**src/rtl/exec_dispatcher.sv**
```systemverilog
// exec_dispatcher: issue-side sequencer for the execute stage.
// Accepts one decoded instruction at a time, starts the selected exec element
// by releasing its reset, waits (bounded) for its completed flag, captures its
// result and issues a single register-file writeback.
//
// Ports:
//   clk, reset              clock, asynchronous active-high reset
//   issue_valid/ready       decode handshake (ready only while idle)
//   issue_unit/inst_num/dest/writes   decoded instruction fields
//   unit_reset              per-element reset (1 = held in reset)
//   unit_inst_num           latched instruction number broadcast to elements
//   unit_completed/unit_out per-element completion flag and 32-bit result
//   wb_en/wb_addr/wb_data   register-file write port
//   busy                    dispatcher not idle
//   timeout_pulse/err_flag  abort strobe and sticky error flag
module exec_dispatcher #(
  parameter int unsigned NUM_UNITS      = 4,
  parameter int unsigned TIMEOUT_CYCLES = 255,
  localparam int unsigned UW = (NUM_UNITS > 1) ? $clog2(NUM_UNITS) : 1
) (
  input  logic                    clk,
  input  logic                    reset,
  input  logic                    issue_valid,
  output logic                    issue_ready,
  input  logic [UW-1:0]           issue_unit,
  input  logic [5:0]              issue_inst_num,
  input  logic [4:0]              issue_dest,
  input  logic                    issue_writes,
  output logic [NUM_UNITS-1:0]    unit_reset,
  output logic [5:0]              unit_inst_num,
  input  logic [NUM_UNITS-1:0]    unit_completed,
  input  logic [32*NUM_UNITS-1:0] unit_out,
  output logic                    wb_en,
  output logic [4:0]              wb_addr,
  output logic [31:0]             wb_data,
  output logic                    busy,
  output logic                    timeout_pulse,
  output logic                    err_flag
);

  localparam int unsigned CW = (TIMEOUT_CYCLES > 1) ? $clog2(TIMEOUT_CYCLES + 1) : 1;
  localparam int unsigned DW = 32;

  typedef enum logic [1:0] {
    S_IDLE,
    S_START,
    S_WAIT,
    S_WB
  } state_t;

  state_t               state_q, state_d;
  logic [UW-1:0]        sel_q, sel_d;
  logic [4:0]           dest_q, dest_d;
  logic                 writes_q, writes_d;
  logic [CW-1:0]        cnt_q, cnt_d;
  logic [NUM_UNITS-1:0] unit_reset_d;
  logic [5:0]           inst_d;
  logic                 wb_en_d;
  logic [4:0]           wb_addr_d;
  logic [DW-1:0]        wb_data_d;
  logic                 timeout_d;
  logic                 err_d;

  logic                 sel_done_c;
  logic [DW-1:0]        sel_out_c;
  logic [NUM_UNITS-1:0] sel_onehot_c;
  logic                 unit_bad_c;

  // Status decoded straight from the state register.
  assign issue_ready = (state_q == S_IDLE);
  assign busy        = (state_q != S_IDLE);

  // Out-of-range index check done at 32 bits so non-power-of-two counts work.
  assign unit_bad_c = (32'(issue_unit) >= NUM_UNITS);

  // Select the latched element's completion flag and result.
  always_comb begin
    sel_done_c   = 1'b0;
    sel_out_c    = '0;
    sel_onehot_c = '0;
    for (int unsigned i = 0; i < NUM_UNITS; i++) begin
      if (sel_q == UW'(i)) begin
        sel_onehot_c[i] = 1'b1;
        sel_done_c      = unit_completed[i];
        sel_out_c       = unit_out[DW*i +: DW];
      end
    end
  end

  // Next-state and next-output logic.
  always_comb begin
    state_d      = state_q;
    sel_d        = sel_q;
    dest_d       = dest_q;
    writes_d     = writes_q;
    cnt_d        = cnt_q;
    unit_reset_d = unit_reset;
    inst_d       = unit_inst_num;
    wb_en_d      = 1'b0;
    wb_addr_d    = wb_addr;
    wb_data_d    = wb_data;
    timeout_d    = 1'b0;
    err_d        = err_flag;

    unique case (state_q)
      S_IDLE: begin
        unit_reset_d = '1;
        if (issue_valid) begin
          if (unit_bad_c) begin
            // Swallow the instruction without touching any element.
            timeout_d = 1'b1;
            err_d     = 1'b1;
          end else begin
            sel_d    = issue_unit;
            inst_d   = issue_inst_num;
            dest_d   = issue_dest;
            writes_d = issue_writes;
            state_d  = S_START;
          end
        end
      end

      S_START: begin
        // Element stays in reset this cycle, so any completed seen now is stale.
        cnt_d        = '0;
        unit_reset_d = ~sel_onehot_c;
        state_d      = S_WAIT;
      end

      S_WAIT: begin
        if (sel_done_c) begin
          wb_data_d    = sel_out_c;
          wb_addr_d    = dest_q;
          wb_en_d      = writes_q && (dest_q != 5'd0);
          unit_reset_d = '1;
          state_d      = S_WB;
        end else if (cnt_q == CW'(TIMEOUT_CYCLES - 1)) begin
          timeout_d    = 1'b1;
          err_d        = 1'b1;
          unit_reset_d = '1;
          state_d      = S_IDLE;
        end else begin
          cnt_d = cnt_q + CW'(1);
        end
      end

      S_WB: begin
        state_d = S_IDLE;
      end

      default: begin
        unit_reset_d = '1;
        state_d      = S_IDLE;
      end
    endcase
  end

  // State and registered outputs.
  always_ff @(posedge clk or posedge reset) begin
    if (reset) begin
      state_q       <= S_IDLE;
      sel_q         <= '0;
      dest_q        <= '0;
      writes_q      <= 1'b0;
      cnt_q         <= '0;
      unit_reset    <= '1;
      unit_inst_num <= '0;
      wb_en         <= 1'b0;
      wb_addr       <= '0;
      wb_data       <= '0;
      timeout_pulse <= 1'b0;
      err_flag      <= 1'b0;
    end else begin
      state_q       <= state_d;
      sel_q         <= sel_d;
      dest_q        <= dest_d;
      writes_q      <= writes_d;
      cnt_q         <= cnt_d;
      unit_reset    <= unit_reset_d;
      unit_inst_num <= inst_d;
      wb_en         <= wb_en_d;
      wb_addr       <= wb_addr_d;
      wb_data       <= wb_data_d;
      timeout_pulse <= timeout_d;
      err_flag      <= err_d;
    end
  end

endmodule

```
**config.mk**
```make
export PLATFORM = sky130hd
export DESIGN_NAME = exec_dispatcher
export DESIGN_NICKNAME = d
export VERILOG_FILES = /design/src/rtl/exec_dispatcher.sv
export SDC_FILE = /design/constraint.sdc
export NUM_CORES = 1
export LEC_CHECK = 0
export ABC_AREA = 0
export CORE_AREA = 2 2 122 89
export DETAILED_ROUTE_END_ITERATION = 10
export DIE_AREA = 0 0 124 91
export PLACE_DENSITY = 0.8
export SETUP_SLACK_MARGIN = 0.5
export SLEW_MARGIN = 20
export SYNTH_ARGS = -nofsm -noshare
export SYNTH_HDL_FRONTEND = slang
export SYNTH_SLANG_ARGS = --single-unit
```
**constraint.sdc**
```tcl
create_clock -name clk -period 3.31 [get_ports clk]
set_input_delay 0.8275 -clock clk [delete_from_list [all_inputs] [get_ports clk]]
set_output_delay 0.8275 -clock clk [all_outputs]
set_load 0.02 [all_outputs]
```
==> results.ini <==
[detailed_routing]
via_per_inst=5.026
drt-total-wl_mm=9.970
route.detailed.drc=0
drt-pass1-iter-count=4
wl_per_cell_um=17.52
vias=2860
drt_iter0_drc=97
drtAntennaViolNets=0

[synthesis]
yosysMostFrequentCell=dfrtp_1
synth-main-ff-cell=dfrtp_1
synth_seq_cells=68
synth_cells=231
yosysTopAreaCell=dfrtp_1
synthesis.nets=382
synth_seq_area_share=0.4921
yosysTopAreaCellShare=0.4618
synthTopCellsByArea=dfrtp_1, mux4_2, mux2_2
synth_edf_count=0
synth_cell_type_count=35
synth-warning-count=0
synthTopCellsByCount=dfrtp_1, mux2_2, mux4_2, nand2_1, o21ai_0
synth.cell_area_um2=3468
syn_area_per_cell_um2=15.01
synthArstFlopShare=1.000

[power_and_ir_drop]
powerDensity_nw_per_um2=857.0
switching_share=0.3379
ir_drop_v=0.0004648
combPwrFrac=0.518
p_leak_nw=2.344
power_frac_seq=0.282
pwr-share-clk=0.199
p_sw_mw=1.722
p_int_mw=3.374

[clock_network]
numCtsBuffers=9
clk_latency_ps=320
cts_hold_buf=0
cts_sinks=68
cts.reportedPaths.clkPinSlew_ps=50
cts_root_buf=clkbuf_16
htree_levels=3
ctsResizeCount=0
clk_path_buf_depth=2
cts_tree=done
post-cts-setup-buffers=0

[critical_path]
timing.rr.end=cnt_q[7]
end_kind=register
start_kind=input port
slowest_delay_ps=550
crit_chain=clkdlybuf4s50_1 > mux4_2 > a211o_1 > or4_1 > a21oi_1
crit_start=unit_completed[3]
critical_path.endpoint=cnt_q[7]
critPathRequiredTime_ps=3550
r2r_start=sel_q[0]
r2r_slack_ps=1170
arrival_ps=2900
ff2ff_path_depth=4
worstSetupPathType=input port to register
critical_path_peak_fanout=11
slowest_stage=mux4_2

[cells_and_area]
num-nets-final=583
drive_above_1_share=0.2494
final_cells=569
area_delta_synth_final_pct=71.46
diodes=0
fillers=836

[sta]
max_slew_margin=0.5341
fin_tns_setup_ps=0
rsz0062_at_grt=false
drv_slew=0
fin_crit_sh=0.8034
setup-violations-final=0
tightest_slew_ps=697.9
fin_crit_ps=2659
hold_violations=0
final.setup_skew_ps=5.560
fmax_ghz=0.3760

[placed_design]
gp_congestion=0.7756
port_buffers=200
dp.cells=553
dpl.hpwl_mm=7.485

[grt]
grt_pass1_wl_mm=15.48
grt_util_all_layers=0.1815
grt_overflow=0
antenna_found_initial=0
grt_pass1_vias=3080
grt_max_degree=41

[die]
io_pins=201
die_h_um=91
start_util=0.3439
core_um2=10080
chipWidth_um=124
die_area_um2=11280
num_rows=31

[hold_path]
hp-start=err_flag
min_path_type=register to register

[run]
drv_cap=0

[outcome]
status=complete, no violations

[final cells by class]
class	instances	area (um2)	area share
repair buffers	205	2064	0.3471
flip-flops and latches	68	1708	0.2872
multi-input cells	144	1675	0.2817
clock buffers	12	246.5	0.04145
well taps	132	165.2	0.02777
clock inverters	4	72.57	0.01220
inverters	4	15.01	0.002525
[through the flow]
stage	hold WS, ps	worst slack (ps)	total power [mW]	utilization	area [um2]
3_3_place_gp	457.6	422.8	4.047	0.5581	5628
2_1_floorplan	451.8	777.6	3.030	-	3468
5_1_grt	483.8	582.8	5.399	0.5897	5947
6_report	470.1	650.7	5.097	0.5897	5947
3_5_place_dp	463.9	331.9	4.125	0.5581	5628
4_1_cts	476.4	686.3	5.174	0.5897	5947
[worst min path at each step]
stage                     endpoint  slack [ps]  depth (start not counted)
after floorplan           cnt_q[4]         450                          1
after global routing      err_flag         480                          1
final                     err_flag         470                          1
after detailed placement  err_flag         460                          1
after CTS                 err_flag         480                          1
after global placement    err_flag         460                          1
[power groups by stage]
stage | Clock, mW | Sequential, mW | Combinational [mW]
final | 1.02 | 1.44 | 2.64
after global routing | 1.09 | 1.49 | 2.81
after CTS | 1.05 | 1.44 | 2.69
after detailed placement | 0 | 1.45 | 2.67
after global placement | 0 | 1.43 | 2.61
after floorplan | 0 | 1.77 | 1.26
[critical path: cells and delay by family]
kind            cells  cell delay [ps]
compound gates      2              600
buf+inv             1              400
mux                 1              550
simple gates        1              530
[state kept, by name (all words and copies together), names as in the netlist]
register	flops
wb_data	32
cnt_q	8
unit_inst_num	6
dest_q	5
wb_addr	5
unit_reset	4
sel_q	2
state_q	2
err_flag	1
timeout_pulse	1
wb_en	1
writes_q	1
[routing by layer]
layer	vias to the layer above	global-route usage	wire (um)
li1	1292	-	-
met1	1411	0.2150	3890
met2	144	0.3031	4916
met3	13	0.07412	1021
met4	0	0.05150	142
met5	-	0	0
[cell usage in the layout, fill, tap and decap left out, types with 2 or more instances in the layout]
cell type	count
a21oi_1	4
a2bb2oi_1	2
and3_1	2
buf_12	2
buf_4	3
bufinv_16	2
clkbuf_1	2
clkbuf_16	9
clkdlybuf4s50_1	200
dfrtp_1	63
dfstp_2	4
ha_1	2
inv_1	3
mux2_2	50
mux2i_1	2
mux4_2	33
nand2_1	11
nand2b_1	2
nand3_1	5
nor2_1	3
o21ai_0	8
o22a_1	2
or3_1	2
or4_1	3
[kinds of logic (layout without fill, tap and decap cells)]
kind of cell,after synthesis,count (layout),synth area share
and+or+nand+nor,37,37,0.05700
adders and majority gates,2,2,0.007214
muxes,85,85,0.3824
DFF,68,68,0.4921
buffers and inverters,19,225,0.02489
AOI/OAI and AO/OA,20,20,0.03644
No activity file was read; power rests on OpenSTA's default activity.
